--- src/rtl/sysid_uptime.sv ---
// System identification and uptime block: read-only build constants, a free-running
// 64-bit cycle counter with a high-word snapshot, a seconds counter, and a scratch register.
module sysid_uptime #(
  parameter logic [31:0] ID_VALUE        = 32'h0000_0000,
  parameter logic [31:0] TIMESTAMP_VALUE = 32'h0000_0000,
  parameter logic [31:0] CLK_FREQ_HZ     = 32'd50000000,
  parameter logic [31:0] SCRATCH_RESET   = 32'h0000_0000
) (
  input  logic        clock,
  input  logic        reset_n,
  input  logic        chipselect,
  input  logic [2:0]  address,
  input  logic        read,
  input  logic        write,
  input  logic [31:0] writedata,
  output logic [31:0] readdata,
  output logic        readdatavalid
);

  localparam logic [2:0] ADDR_ID      = 3'd0;
  localparam logic [2:0] ADDR_TS      = 3'd1;
  localparam logic [2:0] ADDR_FREQ    = 3'd2;
  localparam logic [2:0] ADDR_SECONDS = 3'd3;
  localparam logic [2:0] ADDR_CNT_LO  = 3'd4;
  localparam logic [2:0] ADDR_CNT_HI  = 3'd5;
  localparam logic [2:0] ADDR_SCRATCH = 3'd6;
  localparam logic [2:0] ADDR_CTRL    = 3'd7;

  logic [63:0] cycle_cnt;
  logic [31:0] prescaler;
  logic [31:0] seconds;
  logic [31:0] snapshot;
  logic [31:0] scratch;
  logic [31:0] rd_mux;

  // Handshake: no waitrequest, every accepted read returns exactly one cycle later
  // with a one-cycle readdatavalid pulse; a write in the same cycle wins and drops the read.
  logic rd_accept;
  logic wr_accept;
  logic clear;
  logic presc_tc;

  assign rd_accept = chipselect && read && !write;
  assign wr_accept = chipselect && write;
  assign clear     = wr_accept && (address == ADDR_CTRL) && writedata[0];
  assign presc_tc  = (prescaler == CLK_FREQ_HZ - 32'd1);

  always_comb begin
    rd_mux = 32'h0000_0000;
    case (address)
      ADDR_ID:      rd_mux = ID_VALUE;
      ADDR_TS:      rd_mux = TIMESTAMP_VALUE;
      ADDR_FREQ:    rd_mux = CLK_FREQ_HZ;
      ADDR_SECONDS: rd_mux = seconds;
      ADDR_CNT_LO:  rd_mux = cycle_cnt[31:0];
      ADDR_CNT_HI:  rd_mux = snapshot;
      ADDR_SCRATCH: rd_mux = scratch;
      default:      rd_mux = 32'h0000_0000;
    endcase
  end

  // Counters and snapshot; a clear takes priority over counting at the same edge.
  always_ff @(posedge clock or negedge reset_n) begin
    if (!reset_n) begin
      cycle_cnt <= 64'd0;
      prescaler <= 32'd0;
      seconds   <= 32'd0;
      snapshot  <= 32'd0;
    end else if (clear) begin
      cycle_cnt <= 64'd0;
      prescaler <= 32'd0;
      seconds   <= 32'd0;
      snapshot  <= 32'd0;
    end else begin
      cycle_cnt <= cycle_cnt + 64'd1;
      if (presc_tc) begin
        prescaler <= 32'd0;
        seconds   <= seconds + 32'd1;
      end else begin
        prescaler <= prescaler + 32'd1;
      end
      // Latch the high word with the low-word read so the 64-bit value is coherent.
      if (rd_accept && (address == ADDR_CNT_LO)) begin
        snapshot <= cycle_cnt[63:32];
      end
    end
  end

  always_ff @(posedge clock or negedge reset_n) begin
    if (!reset_n) begin
      scratch <= SCRATCH_RESET;
    end else if (wr_accept && (address == ADDR_SCRATCH)) begin
      scratch <= writedata;
    end
  end

  always_ff @(posedge clock or negedge reset_n) begin
    if (!reset_n) begin
      readdata      <= 32'h0000_0000;
      readdatavalid <= 1'b0;
    end else begin
      readdatavalid <= rd_accept;
      if (rd_accept) begin
        readdata <= rd_mux;
      end
    end
  end

endmodule
--- config.mk ---
export PLATFORM = sky130hd
export DESIGN_NAME = sysid_uptime
export DESIGN_NICKNAME = d
export VERILOG_FILES = /design/src/rtl/sysid_uptime.sv
export SDC_FILE = /design/constraint.sdc
export NUM_CORES = 1
export LEC_CHECK = 0
export BUFFER_PORTS_ARGS = -buffer_cell sky130_fd_sc_hd__buf_2
export CORE_UTILIZATION = 60
export CTS_CLUSTER_DIAMETER = 80
export DETAILED_ROUTE_END_ITERATION = 7
export PLACE_DENSITY = 0.85
export SYNTH_ARGS = -nofsm -noshare
export SYNTH_HDL_FRONTEND = slang
export SYNTH_SLANG_ARGS = --single-unit
--- constraint.sdc ---
create_clock -name clock -period 4.1 [get_ports clock]
set_input_delay 0.205 -clock clock [delete_from_list [all_inputs] [get_ports clock]]
set_output_delay 0.205 -clock clock [all_outputs]
set_load 0.1 [all_outputs]
==> results.md <==
- Outcome: completed
- DRT Pass-1 Iters: 8
- Wire per inst: about 20 microns
- Most frequent cells in the layout: dfrtp_1, nand2_1, a21oi_1, nor2_1, o21ai_0
- Met2 WL: 14.4 mm
- Area of the die: 19600 sq um
- Pwr Density: approximately 520 nW/um^2
- Pins Over Slew Limit: 0
- CTS Root Cell: clkbuf_16
- Critical path data required time: 4550 ps
- Max Cap Violations: 0
- Setup-failing EPs final: 0
- Post-Route WL: 30.4 mm
- CP peak stage delay: roughly 760 ps
- Post-cts repair resize count: 0
- Final nets: 1344
- Initial Util: 61.2%
- Share of cells above drive strength 1: between 10% and 20%
- Buf/Inv on CP: 0
- Die X-Extent: 140 microns
- Crit path cell chain: nand4_1 -> nor2_1 -> nand4_1 -> or4_1 -> a21oi_1
- IO Pins: between 70 and 80
- Skew-Pair Late Insertion Delay: ~520 ps
- Post-DP HPWL: 20.1 mm
- CTS tree: done
- Primary FF master, synth: dfrtp_1
- Largest cells by area after synthesis: dfrtp_1, nand2_1, a21oi_1, o21ai_0, nor2_1
- Mapped Nets: 1270
- Final cycle utilization of the critical path: around two thirds
- # diodes: 0
- Static Leak: 5.49 nW
- Clock skew: 9.92 ps
- Post-synth top area share: 49.2%
- Register area share after synthesis: 49.2%
- Largest net degree at the start of global routing: 110
- Post-DP Area: about 12000 sq um
- CP most frequent cell: nand4_1
- CP Capture Type: flop
- Metal-1 WL: about 13 mm
- Worst Hold Class: primary input to async pin
- Antenna violations before repair: 0
- Peak Freq: 356 MHz
- H-tree levels: 1
- Finished Cell Area: 13100 sq um
- Hold Vio Cnt, Final: 0
- Cells after Synth: 1227
- Setup_tns: 0 ps
- PortBufs: 72
- Hold_buf cts: 33
- TritonCTS buffer count: 24
- Vias in the first global route: 9612
- Row count: 50
- Grt total ovfl: 0
- Post-synth top area cell: dfrtp_1
- Worst Path Max Fanout: 14
- Vias/cell: 6.46
- Number of synthesized register bits: 225
- CTS max path bufs: 3
- Setup bufs post-CTS: 0
- Post-Syn Area per Cell: 9.33 sq um
- DRC: 0
- Slew headroom: a little over a fifth
- Post-synth EDFFs: 0
- Die Height: 140 microns
- Worst slew pin tran: 1170 ps
- Yosys warning count: 0
- Hold Slack: 315 ps
- Sink Count: 225
- Critical Path Slowest Stage Cell: nor2_1
- Placer Congestion: 0.971
- Final min period: 2810 ps
- Core ar.: roughly 19000 sq um
- First-pass GRT wire length: 49.5 mm
- RSZ-0062 raised after global routing: no
- CP arrival: about 3300 ps
- Critical Path Source Type: flop
- Worst vdd ir: 0.382 mV
- Via count: 9999
- Met3 WL: 2.03 mm
- GRT Overall Usage: between 30% and 40%
- Post-route ant nets: 0
- Area Growth Syn to Fin: 14.3%
- Critical path class: flop to flop
- Yosys cell types: 50
- Reg clk slew, reported paths: 60 ps
- Post-synth ARST share: 100%
- Synthesized cell area: ~11000 sq um
- Top sig layer: met4
- CP top delay family: simple AND/OR/NAND/NOR gates
- Initial drt markers: about 1300
- Commonest non-fill, non-tap cell in the layout: dfrtp_1
==> state kept, by name, indices dropped and copies added, names as in the netlist <==
register and flops:
scratch 32, readdatavalid 1, readdata 32, snapshot 32, cycle_cnt 64, seconds 32, prescaler 32
==> where the power goes <==
part           total, mW  leakage, nW  switching [mW]  internal (mW)
registers           3.26         2.84           0.579           2.69
logic               1.37         2.27           0.876          0.492
clock network       2.18        0.383           0.873           1.31
total               6.81         5.49            2.33           4.48
==> layout make-up <==
cell class | instances | area [sq um]
multi-input cells | 914 | 5480
inverters | 16 | 60.1
repair buffers | 120 | 826
clock inverters | 4 | 52.6
flip-flops and latches | 225 | 5630
fillers | 1355 | 5620
clock buffers | 35 | 743
well taps | 234 | 293
==> layer usage <==
layer,track usage [%],vias to the layer above
li1,-,4565
met2,52.3,472
met1,42.1,4860
met3,4.31,102
met4,13.5,0
met5,0,-
==> cells in the mapped netlist (5+ instances only) <==
| cell | n |
|---|---|
| a21oi_1 | 104 |
| a22o_1 | 11 |
| a22oi_1 | 20 |
| and2_1 | 7 |
| and3_1 | 15 |
| and4_1 | 12 |
| buf_2 | 6 |
| clkbuf_1 | 60 |
| dfrtp_1 | 225 |
| inv_1 | 16 |
| mux2_2 | 31 |
| mux2i_1 | 25 |
| nand2_1 | 172 |
| nand3_1 | 54 |
| nand4_1 | 45 |
| nor2_1 | 96 |
| nor3_1 | 31 |
| nor4_1 | 27 |
| nor4_4 | 5 |
| o21ai_0 | 78 |
| o31ai_1 | 22 |
| or3_1 | 28 |
| or4_1 | 25 |
| xnor2_1 | 33 |
| xor2_1 | 36 |
==> kinds of logic (layout without fill, tap and decap cells) <==
logic type	count (synthesis)	after routing	synth area share, %
multiplexers	56	56	5.23
adder cells (fa/ha/maj)	3	3	0.328
buffers and inverters	88	175	3.05
AND/OR/NAND/NOR	544	544	24.9
AO/OA/AOI/OAI	242	242	12.0
XOR/XNOR	69	69	5.28
flip-flops	225	225	49.2
==> worst paths after layout <==
| path | startpoint | endpoint | slack (ps) | depth (start not counted) |
|---|---|---|---|---|
| setup reg to reg | cycle_cnt[11] | cycle_cnt[51] | 1290 | 5 |
| max in group asynchronous | reset_n | prescaler[9] | 2780 | 3 |
| hold reg to reg | readdata[17] | readdata[17] | 470 | 2 |
| setup / recovery | cycle_cnt[11] | cycle_cnt[51] | 1290 | 5 |
| min in group clock | address[0] | readdata[7] | 380 | 3 |
| hold / removal | reset_n | scratch[5] | 310 | 2 |
==> through the flow <==
stage          power [mW]  setup slack (ps)  util [%]  instances
6_report             6.81              1290      70.0       1548
3_5_place_dp         4.59               994      64.0       1476
2_1_floorplan        4.13              2020         -       1227
3_3_place_gp         4.52              1150      64.0       1476
5_1_grt              7.10              1170      70.0       1548
4_1_cts              6.79              1360      70.0       1548
Power figures use the tool's default switching activity.
